===== config.mk =====
export PLATFORM = sky130hd
export DESIGN_NAME = uart_tx_controller_flat
export DESIGN_NICKNAME = d
export VERILOG_FILES = /design/src/rtl/uart_tx_controller_if.sv /design/src/rtl/uart_tx_controller.sv /design/src/flat_wrapper.sv
export SDC_FILE = /design/constraint.sdc
export NUM_CORES = 1
export LEC_CHECK = 0
export BUFFER_PORTS_ARGS = -buffer_cell sky130_fd_sc_hd__buf_2
export CORE_UTILIZATION = 45
export CTS_BUF_LIST = sky130_fd_sc_hd__clkbuf_8 sky130_fd_sc_hd__clkbuf_16
export DETAILED_ROUTE_END_ITERATION = 12
export PLACE_DENSITY = 0.8
export SLEW_MARGIN = 20
export SYNTH_ARGS = -nofsm -noshare
export SYNTH_HDL_FRONTEND = slang
export SYNTH_SLANG_ARGS = --single-unit

===== constraint.sdc =====
create_clock -name BCLK -period 3.59 [get_ports BCLK]
set_input_delay 0.1795 -clock BCLK [delete_from_list [all_inputs] [get_ports BCLK]]
set_output_delay 0.1795 -clock BCLK [all_outputs]
set_load 0.01 [all_outputs]

===== src/rtl/uart_tx_controller_if.sv =====
// Host/shift-register side bundle of the UART transmit controller.
// Latency: none; plain wires grouped for connection.
// Backpressure: none here; thr_full and ovr_err carry the flow status.
//
// Ports (modport slave = controller view):
//   wr_en, wr_data   host byte write strobe and data
//   ovr_clr          clears the sticky overrun flag
//   tsr_busy         shift register frame-in-progress
//   ts_load, ts_data load pulse and byte to the shift register
//   ts_shift         bit-time shift pulse to the shift register
//   thr_full, thre, temt, ovr_err  line-status outputs
interface uart_tx_controller_if;
    logic       wr_en;
    logic [7:0] wr_data;
    logic       ovr_clr;
    logic       tsr_busy;
    logic       ts_load;
    logic       ts_shift;
    logic [7:0] ts_data;
    logic       thr_full;
    logic       thre;
    logic       temt;
    logic       ovr_err;

    modport master (
        output wr_en, wr_data, ovr_clr, tsr_busy,
        input  ts_load, ts_shift, ts_data, thr_full, thre, temt, ovr_err
    );

    modport slave (
        input  wr_en, wr_data, ovr_clr, tsr_busy,
        output ts_load, ts_shift, ts_data, thr_full, thre, temt, ovr_err
    );
endinterface


===== src/rtl/uart_tx_controller.sv =====
// UART TX holding buffer + bit-timing sequencer feeding the transmit shift register.
// Latency: write in IDLE at t -> ts_load at t+1, first ts_shift at t+3; frame period 10*OVERSAMPLE+2.
// Backpressure: thr_full when buffer full; a write while full (no same-cycle pop) is dropped and sets ovr_err.
//
// Ports:
//   BCLK        clock, all logic on posedge
//   RST         synchronous active-high reset
//   bus (slave) wr_en/wr_data/ovr_clr/tsr_busy in; ts_load/ts_shift/ts_data/thr_full/thre/temt/ovr_err out
// Build option: define UART_TX_FIFO_EN for a FIFO_DEPTH-deep buffer (16550 mode);
//   left undefined the buffer is a single holding register (16450 mode).
module uart_tx_controller #(
    parameter int OVERSAMPLE = 16,
    parameter int FIFO_DEPTH = 16
) (
    input logic                 BCLK,
    input logic                 RST,
    uart_tx_controller_if.slave bus
);

`ifdef UART_TX_FIFO_EN
    localparam int DEPTH = FIFO_DEPTH;
`else
    localparam int DEPTH = 1;
`endif
    localparam int PTR_W = (DEPTH > 1) ? $clog2(DEPTH) : 1;
    // Storage is sized to the full pointer range so every pointer value indexes a real entry.
    localparam int MEM_N = 1 << PTR_W;
    localparam int CNT_W = $clog2(DEPTH) + 1;
    localparam int DIV_W = $clog2(OVERSAMPLE);
    localparam logic [DIV_W-1:0] DIV_MAX = DIV_W'(OVERSAMPLE - 1);
    localparam logic [CNT_W-1:0] CNT_FULL = CNT_W'(DEPTH);

    typedef enum logic [1:0] {
        IDLE  = 2'd0,
        LOAD  = 2'd1,
        WAIT  = 2'd2,
        SHIFT = 2'd3
    } state_t;

    state_t           state;
    logic [DIV_W-1:0] div;
    logic [7:0]       mem [MEM_N];
    logic [PTR_W-1:0] rd_ptr;
    logic [PTR_W-1:0] wr_ptr;
    logic [CNT_W-1:0] count;
    logic             ovr;

    logic pop;
    logic full;
    logic push;
    logic drop;

    // The head is popped in the same cycle it is presented with ts_load.
    assign pop  = (state == LOAD);
    assign full = (count == CNT_FULL);
    // A write to a full buffer still lands if the head leaves that same cycle.
    assign push = bus.wr_en && (!full || pop);
    assign drop = bus.wr_en && full && !pop;

    function automatic logic [PTR_W-1:0] ptr_inc(input logic [PTR_W-1:0] p);
        if (p == PTR_W'(DEPTH - 1))
            return '0;
        else
            return p + 1'b1;
    endfunction

    // Buffer bookkeeping and sticky overrun flag.
    always_ff @(posedge BCLK) begin
        if (RST) begin
            rd_ptr <= '0;
            wr_ptr <= '0;
            count  <= '0;
            ovr    <= 1'b0;
        end else begin
            if (push)
                wr_ptr <= ptr_inc(wr_ptr);
            if (pop)
                rd_ptr <= ptr_inc(rd_ptr);
            if (push && !pop)
                count <= count + 1'b1;
            else if (pop && !push)
                count <= count - 1'b1;
            // A drop in the same cycle as a clear must leave the flag set.
            if (drop)
                ovr <= 1'b1;
            else if (bus.ovr_clr)
                ovr <= 1'b0;
        end
    end

    // Data storage needs no reset; occupancy is tracked by count.
    always_ff @(posedge BCLK) begin
        if (push)
            mem[wr_ptr] <= bus.wr_data;
    end

    // Sequencer. Frame length belongs to the shift register: we keep pacing
    // bit times until it drops tsr_busy, and only leave SHIFT at the end of a
    // full bit period so the stop bit is never cut short.
    always_ff @(posedge BCLK) begin
        if (RST) begin
            state <= IDLE;
            div   <= '0;
        end else begin
            case (state)
                IDLE: begin
                    if (count != '0)
                        state <= LOAD;
                end
                LOAD: begin
                    state <= WAIT;
                end
                WAIT: begin
                    div   <= '0;
                    state <= SHIFT;
                end
                SHIFT: begin
                    if (div == DIV_MAX) begin
                        div <= '0;
                        if (!bus.tsr_busy)
                            state <= (count != '0) ? LOAD : IDLE;
                    end else begin
                        div <= div + 1'b1;
                    end
                end
                default: begin
                    state <= IDLE;
                    div   <= '0;
                end
            endcase
        end
    end

    assign bus.ts_load  = (state == LOAD);
    assign bus.ts_shift = (state == SHIFT) && (div == '0) && bus.tsr_busy;
    assign bus.ts_data  = mem[rd_ptr];
    assign bus.thr_full = full;
    assign bus.thre     = (count == '0);
    assign bus.temt     = (count == '0) && (state == IDLE);
    assign bus.ovr_err  = ovr;

endmodule


===== src/flat_wrapper.sv =====
// flat-port wrapper written by rule: the top's interface ports become plain ports
module uart_tx_controller_flat 
#(
    parameter int OVERSAMPLE = 16,
    parameter int FIFO_DEPTH = 16
)
  (BCLK, RST, bus_wr_en, bus_wr_data, bus_ovr_clr, bus_tsr_busy, bus_ts_load, bus_ts_shift, bus_ts_data, bus_thr_full, bus_thre, bus_temt, bus_ovr_err);
  uart_tx_controller_if bus_i ();
  input logic BCLK;
  input logic RST;
  input wire logic [$bits(bus_i.wr_en)-1:0] bus_wr_en;
  input wire logic [$bits(bus_i.wr_data)-1:0] bus_wr_data;
  input wire logic [$bits(bus_i.ovr_clr)-1:0] bus_ovr_clr;
  input wire logic [$bits(bus_i.tsr_busy)-1:0] bus_tsr_busy;
  output wire logic [$bits(bus_i.ts_load)-1:0] bus_ts_load;
  output wire logic [$bits(bus_i.ts_shift)-1:0] bus_ts_shift;
  output wire logic [$bits(bus_i.ts_data)-1:0] bus_ts_data;
  output wire logic [$bits(bus_i.thr_full)-1:0] bus_thr_full;
  output wire logic [$bits(bus_i.thre)-1:0] bus_thre;
  output wire logic [$bits(bus_i.temt)-1:0] bus_temt;
  output wire logic [$bits(bus_i.ovr_err)-1:0] bus_ovr_err;
  assign bus_i.wr_en = bus_wr_en;
  assign bus_i.wr_data = bus_wr_data;
  assign bus_i.ovr_clr = bus_ovr_clr;
  assign bus_i.tsr_busy = bus_tsr_busy;
  assign bus_ts_load = bus_i.ts_load;
  assign bus_ts_shift = bus_i.ts_shift;
  assign bus_ts_data = bus_i.ts_data;
  assign bus_thr_full = bus_i.thr_full;
  assign bus_thre = bus_i.thre;
  assign bus_temt = bus_i.temt;
  assign bus_ovr_err = bus_i.ovr_err;
  uart_tx_controller #(.OVERSAMPLE(OVERSAMPLE), .FIFO_DEPTH(FIFO_DEPTH)) u_core (.BCLK(BCLK), .RST(RST), .bus(bus_i));
endmodule

## Word level (Yosys, flattened, before mapping)

Memories as Yosys holds them, arrays and structs flattened. A register that Yosys moved wholly into a read port is not among the register bits.
Index checks and enable logic that the tools add are counted.

| storage, ports and cells | value |
|---|---|
| flip-flop bits (word level) | 10 |
| bits in latches | 0 |
| bits in writable memories | 16 |
| memory bits (read-only) | 0 |
| output and inout bits | 14 |
| memories | 1 |

| cells by class | value |
|---|---|
| add/subtract/negate cells | 5 |
| multiply operators | 0 |
| div/mod/pow operators | 0 |
| order comparisons | 0 |
| equal/unequal tests | 7 |
| shifts and indexed selects | 0 |
| mux-type cells | 17 |
| bitwise gates (word level) | 1 |
| reduce and logical (&&, ||, !) cells | 18 |

Memories:

| name | depth | bits a word | rd ports | clocked after memory_dff | write ports | RTL line | RTL |
|---|---|---|---|---|---|---|---|
| u_core.mem | 2 | 8 | 1 | 1 | 1 | uart_tx_controller.sv:42 | `logic [7:0] mem [MEM_N];` |

Operator list:

| cell | count |
|---|---|
| 1-bit two-way mux | 11 |
| 1-bit logical AND | 8 |
| 2-bit one-hot mux with 4 select lines | 1 |
| 4-bit one-hot mux with 2 select lines | 1 |
| 2-bit two-way mux | 3 |
| 2-bit nonzero test | 3 |
| 4-bit by 1-bit adder with 4-bit output, second input constant | 1 |
| 2-bit equality test, second input constant | 2 |
| 4-bit equality test, second input constant | 1 |
| 4-bit zero test | 1 |
| 4-bit two-way mux | 1 |
| 2-bit by 1-bit != test with 1-bit output, second input constant | 2 |
| 1-bit adder, second input constant | 3 |
| 1-bit zero test | 3 |
| 3-bit AND reduction | 1 |
| 2-bit by 1-bit equality test with 1-bit output, second input constant | 1 |
| 2-bit zero test | 1 |
| 2-bit != test, second input constant | 1 |
| 1-bit logical OR | 1 |
| 1-bit NOT | 1 |
| 1-bit subtractor, second input constant | 1 |

## Depth between registers and ports, before layout

| depth | value |
|---|---|
| depth in word-level cells | 7 |
| depth in mapped cells | 5 |
| mapped depth without buffers | 5 |

## Worst setup path before layout

No wires, ideal clock.

| timing path | value |
|---|---|
| kind | flip-flop to flip-flop |
| start | reg u_core.state[1] |
| end | mem u_core.mem[0][0] (enable) |
| library setup time | 0.385 ns |
| arrival time | 1.413 ns |
| required time | 3.205 ns |
| path slack | 1.792 ns |
| cell stages (with the launch flop) | 5 |
| clock period less this slack | 1.798 ns |
| path through | dfxtp_1 -> inv_1 -> ha_1 -> inv_1 -> a21boi_0 |

| between the ends | value |
|---|---|
| longest elaborated chain between the ends | 5 |

RTL lines:

| item | RTL line | RTL |
|---|---|---|
| start, declared | uart_tx_controller.sv:40 | `state_t state;` |
| start signal, assigned | uart_tx_controller.sv:121 | `state <= (count != '0) ? LOAD : IDLE;` |
| 2-bit by 1-bit equality test with 1-bit output | n/a |  |
| net bus_ts_load | flat_wrapper.sv:15 | `output wire logic [$bits(bus_i.ts_load)-1:0] bus_ts_load;` |
| 1-bit logical OR | uart_tx_controller.sv:57 | `assign push = bus.wr_en && (!full \|\| pop);` |
| 1-bit logical AND | uart_tx_controller.sv:57 |  |
| net u_core.push | uart_tx_controller.sv:50 | `logic push;` |
| 1-bit two-way mux | uart_tx_controller.sv:93 | `if (push)` |
| 1-bit two-way mux (not written as such) | uart_tx_controller.sv:94 | `mem[wr_ptr] <= bus.wr_data;` |
| end, declared | uart_tx_controller.sv:42 |  |

The timed path passes the listed nets, and every way through them passes these cells.

## Final worst setup path

| timing path | value |
|---|---|
| start | reg u_core.state[1] |
| end | mem u_core.mem[0][1] (enable) |

| between the ends | value |
|---|---|
| longest elaborated chain between the ends | 5 |

RTL lines:

| item | RTL line | RTL |
|---|---|---|
| 2-bit by 1-bit equality test with 1-bit output | uart_tx_controller.sv:54 | `assign pop = (state == LOAD);` |
| 1-bit logical OR | uart_tx_controller.sv:57 |  |
| 1-bit logical AND | uart_tx_controller.sv:57 |  |
| net u_core.push | uart_tx_controller.sv:50 |  |
| 1-bit two-way mux | uart_tx_controller.sv:93 |  |
| 1-bit two-way mux (not written as such) | uart_tx_controller.sv:94 |  |

The timed path passes the listed nets, and every way through them passes these cells.

==> impl_metrics.json <==
{
  "design.die.area_sq_um": 1860,
  "routed_wire_length_per_instance_microns": 12.3,
  "setup_viol": 0,
  "insertedDiodeCount": 0,
  "synth.yosys.seq_area_share_pct": 52.5,
  "max_slew_margin_pct": 49.5,
  "synth_cells": 70,
  "nets": 119,
  "deepest_level_of_the_cts_h_tree": 1,
  "start_util_pct": 49.4,
  "final.period_utilization_pct": 48.5,
  "route.detailed.drc": 0,
  "port_buffers": 26,
  "clock_path_buffers": 2,
  "max_freq_ghz": 0.574,
  "tritoncts_num_sinks": 16,
  "final_core_util_pct": 61.5,
  "r2r_start": "u_core.state[1]",
  "yosys.cell_types.count": 27,
  "clock_power_share_pct": 23.6,
  "postCtsSetupRepairBufs": 0,
  "r2r.worst_path.cells": 4,
  "grt_setup_unrepaired": "no",
  "relative_contribution_of_sequential_cells_to_total_power_pct": 43.4,
  "die-width_microns": 43.2,
  "setup.reg_to_reg.worst_slack_ns": 1.85,
  "area_growth_syn_to_layout_pct": 24.5,
  "internal_power_uw": 386,
  "clk_latency_ns": 0.25,
  "worstHoldPathType": "in -> reg",
  "powerDensity_nw_per_um2": 611,
  "cts_tree": "done",
  "dr_total_vias": 565,
  "yosys_warnings": 0,
  "detailedRoute.firstIterationViolations": 10,
  "period_needed_ns": 1.74,
  "ys_ff_latch": 16,
  "grt.total_usage_pct": 16.3,
  "floorplan.rows": 14,
  "floorplan.core_area_sq_um": 1540,
  "status": "completed",
  "cp_data_required_time_ns": 3.47,
  "clk_pin_slew_ns": 0.07,
  "grt.overflow.total": 0,
  "numCtsBuffers": 3,
  "io_pins": 27,
  "hpwl_microns": 1090,
  "hold_fix_buffers_cts": 0,
  "comb_power_share_pct": 33.0,
  "worstSetupEndpointType": "flip-flop",
  "chipHeight_microns": 43.2,
  "cap_violations": 0,
  "timing_worst_slew_pin_value_ns": 0.756,
  "maximum_number_of_pins_on_one_net_before_global_route_repair": 12,
  "peakVddDrop_mv": 0.415,
  "arrival_time_worst_endpoint_ns": 1.62,
  "holdCritStartpoint": "bus_wr_data[3]",
  "power_switching_uw": 194,
  "final.setup.tns_ns": 0,
  "layout_common_cells": "26 x sky130_fd_sc_hd__buf_2, 8 x sky130_fd_sc_hd__inv_1, 8 x sky130_fd_sc_hd__dfxtp_1, 8 x sky130_fd_sc_hd__edfxtp_1, 7 x sky130_fd_sc_hd__ha_1",
  "drt-vias-per-instance": 4.96,
  "depth_of_the_worst_hold_timing_path": 1,
  "post_cts_resize_count": 0,
  "final-hold-violation-count": 0,
  "top_fanout_value_on_the_critical_path": 8,
  "synth_fp_nets": 90,
  "power_leakage_nw": 0.417,
  "firstDrtPassIters": 2,
  "final_layout_size_suffix_gt1_share_pct": 31.6,
  "worst_r2r_endpoint": "u_core.mem[0][1]",
  "cts_root_buf": "sky130_fd_sc_hd__clkbuf_8",
  "startpoint_type": "flip-flop",
  "antenna_found_initial": 0,
  "synthesis.area_sq_um": 762,
  "hold_end": "u_core.mem[0][3]",
  "swShare_pct": 33.5,
  "clock-skew-final_ns": 0.00465,
  "postSynthAreaPerCell_sq_um": 10.9,
  "grt_pass1_vias": 538,
  "final_antenna_net_count": 0,
  "grt_pass1_wl_microns": 2230,
  "place.gp.congestion": 0.730,
  "path_class": "reg -> reg",
  "filler_cell_count": 133,
  "routed_wirelength_microns": 1400,
  "report.final.slew_viol_count": 0,
  "commonest_non_fill_non_tap_cell_in_the_layout": "sky130_fd_sc_hd__buf_2"
}
## cell usage after synthesis
cell type / instances / share of area, %
sky130_fd_sc_hd__a32oi_1: 1 / 1.1
sky130_fd_sc_hd__nor2_1: 6 / 3.0
sky130_fd_sc_hd__nand2b_1: 4 / 3.3
sky130_fd_sc_hd__buf_2: 1 / 0.66
sky130_fd_sc_hd__a31oi_1: 1 / 0.82
sky130_fd_sc_hd__o21ai_0: 2 / 1.3
sky130_fd_sc_hd__mux2i_1: 1 / 1.3
sky130_fd_sc_hd__nand4_1: 1 / 0.82
sky130_fd_sc_hd__nor3b_1: 1 / 0.99
sky130_fd_sc_hd__and2_1: 1 / 0.82
sky130_fd_sc_hd__nand2_1: 1 / 0.49
sky130_fd_sc_hd__a211oi_2: 1 / 1.6
sky130_fd_sc_hd__edfxtp_1: 8 / 32
sky130_fd_sc_hd__nand3_1: 3 / 2.0
sky130_fd_sc_hd__and3_1: 1 / 0.82
sky130_fd_sc_hd__nor2b_1: 2 / 1.6
sky130_fd_sc_hd__o2bb2a_1: 1 / 1.3
sky130_fd_sc_hd__a21oi_1: 4 / 2.6
sky130_fd_sc_hd__mux2_1: 1 / 1.5
sky130_fd_sc_hd__xor2_1: 1 / 1.1
sky130_fd_sc_hd__inv_1: 8 / 3.9
sky130_fd_sc_hd__a21boi_0: 1 / 0.99
sky130_fd_sc_hd__nand3_2: 1 / 1.3
sky130_fd_sc_hd__nand3b_1: 2 / 2.0
sky130_fd_sc_hd__dfxtp_1: 8 / 21
sky130_fd_sc_hd__ha_1: 7 / 11
sky130_fd_sc_hd__buf_1: 1 / 0.49
## layer usage
layer | vias up | share of wire, % | track usage (%)
li1 | 294 | - | -
met1 | 255 | 43 | 19.1
met2 | 14 | 52 | 27.2
met3 | 2 | 3.8 | 2.98
met4 | 0 | 1.4 | 9.70
met5 | - | 0 | 0
## logic make-up (layout without fill, tap and decap cells)
group	count (synthesis)	count (layout)	synth area share [%]
simple gates	23	23	17.1
compound gates	11	11	9.85
mux	2	2	2.79
xor+xnor	1	1	1.15
flops	16	16	52.5
fa+ha+maj	7	7	11.5
buf+inv	10	38	5.09
## sequential cells by signal, summed over array words and instances, names as in the netlist
name	count
u_core.bus.thr_full	1
u_core.mem	8
u_core.div	4
u_core.state	2
u_core.bus.ovr_err	1
## worst max-delay path, cell delays in order, from the launching register on
cell,delay [ns]
sky130_fd_sc_hd__dfxtp_1,0.35
sky130_fd_sc_hd__inv_1,0.11
sky130_fd_sc_hd__ha_1,0.23
sky130_fd_sc_hd__inv_1,0.07
sky130_fd_sc_hd__a21boi_1,0.62
## power by group through the flow
stage	registers (mW)	logic, mW	clock network, mW
finish	0.252	0.192	0.137
global route	0.256	0.218	0.145
global placement	0.254	0.187	0
detailed placement	0.256	0.194	0
floorplan	0.261	0.122	0
CTS	0.252	0.195	0.138
## final cells by class
type / count / area [sq um] / area share, %
clock inverter: 1 / 3.75 / 0.396
clock buffer: 3 / 41.3 / 4.35
inverter: 8 / 30.0 / 3.17
multi-input combinational: 44 / 323 / 34.0
tap: 16 / 20.0 / 2.11
timing repair buffer: 26 / 130 / 13.7
sequential: 16 / 400 / 42.2
## metrics by stage
step           setup slack, ns  area, sq um  power (mW)  std cells  hold slack (ns)
3_5_place_dp              1.51          903       0.450        110            0.358
6_report                  1.85          948       0.580        114            0.108
4_1_cts                   1.49          948       0.585        114            0.104
2_1_floorplan             1.79          762       0.383         70            0.278
3_3_place_gp              1.70          903       0.440        110            0.357
5_1_grt                   1.70          948       0.619        114            0.102
## how the worst max path moves through the flow
| stage | start | end | slack, ns | cells past startpoint |
|---|---|---|---|---|
| 2_1_floorplan | u_core.state[1] | u_core.mem[0][0] | 1.79 | 4 |
| 3_3_place_gp | u_core.state[1] | u_core.mem[0][0] | 1.70 | 4 |
| 3_5_place_dp | u_core.state[1] | u_core.mem[0][5] | 1.51 | 4 |
| 4_1_cts | u_core.state[1] | u_core.mem[0][1] | 1.49 | 4 |
| 5_1_grt | u_core.state[1] | u_core.mem[0][1] | 1.70 | 4 |
| 6_report | u_core.state[1] | u_core.mem[0][1] | 1.85 | 4 |
Note: power is estimated with default switching activity, not from simulation.
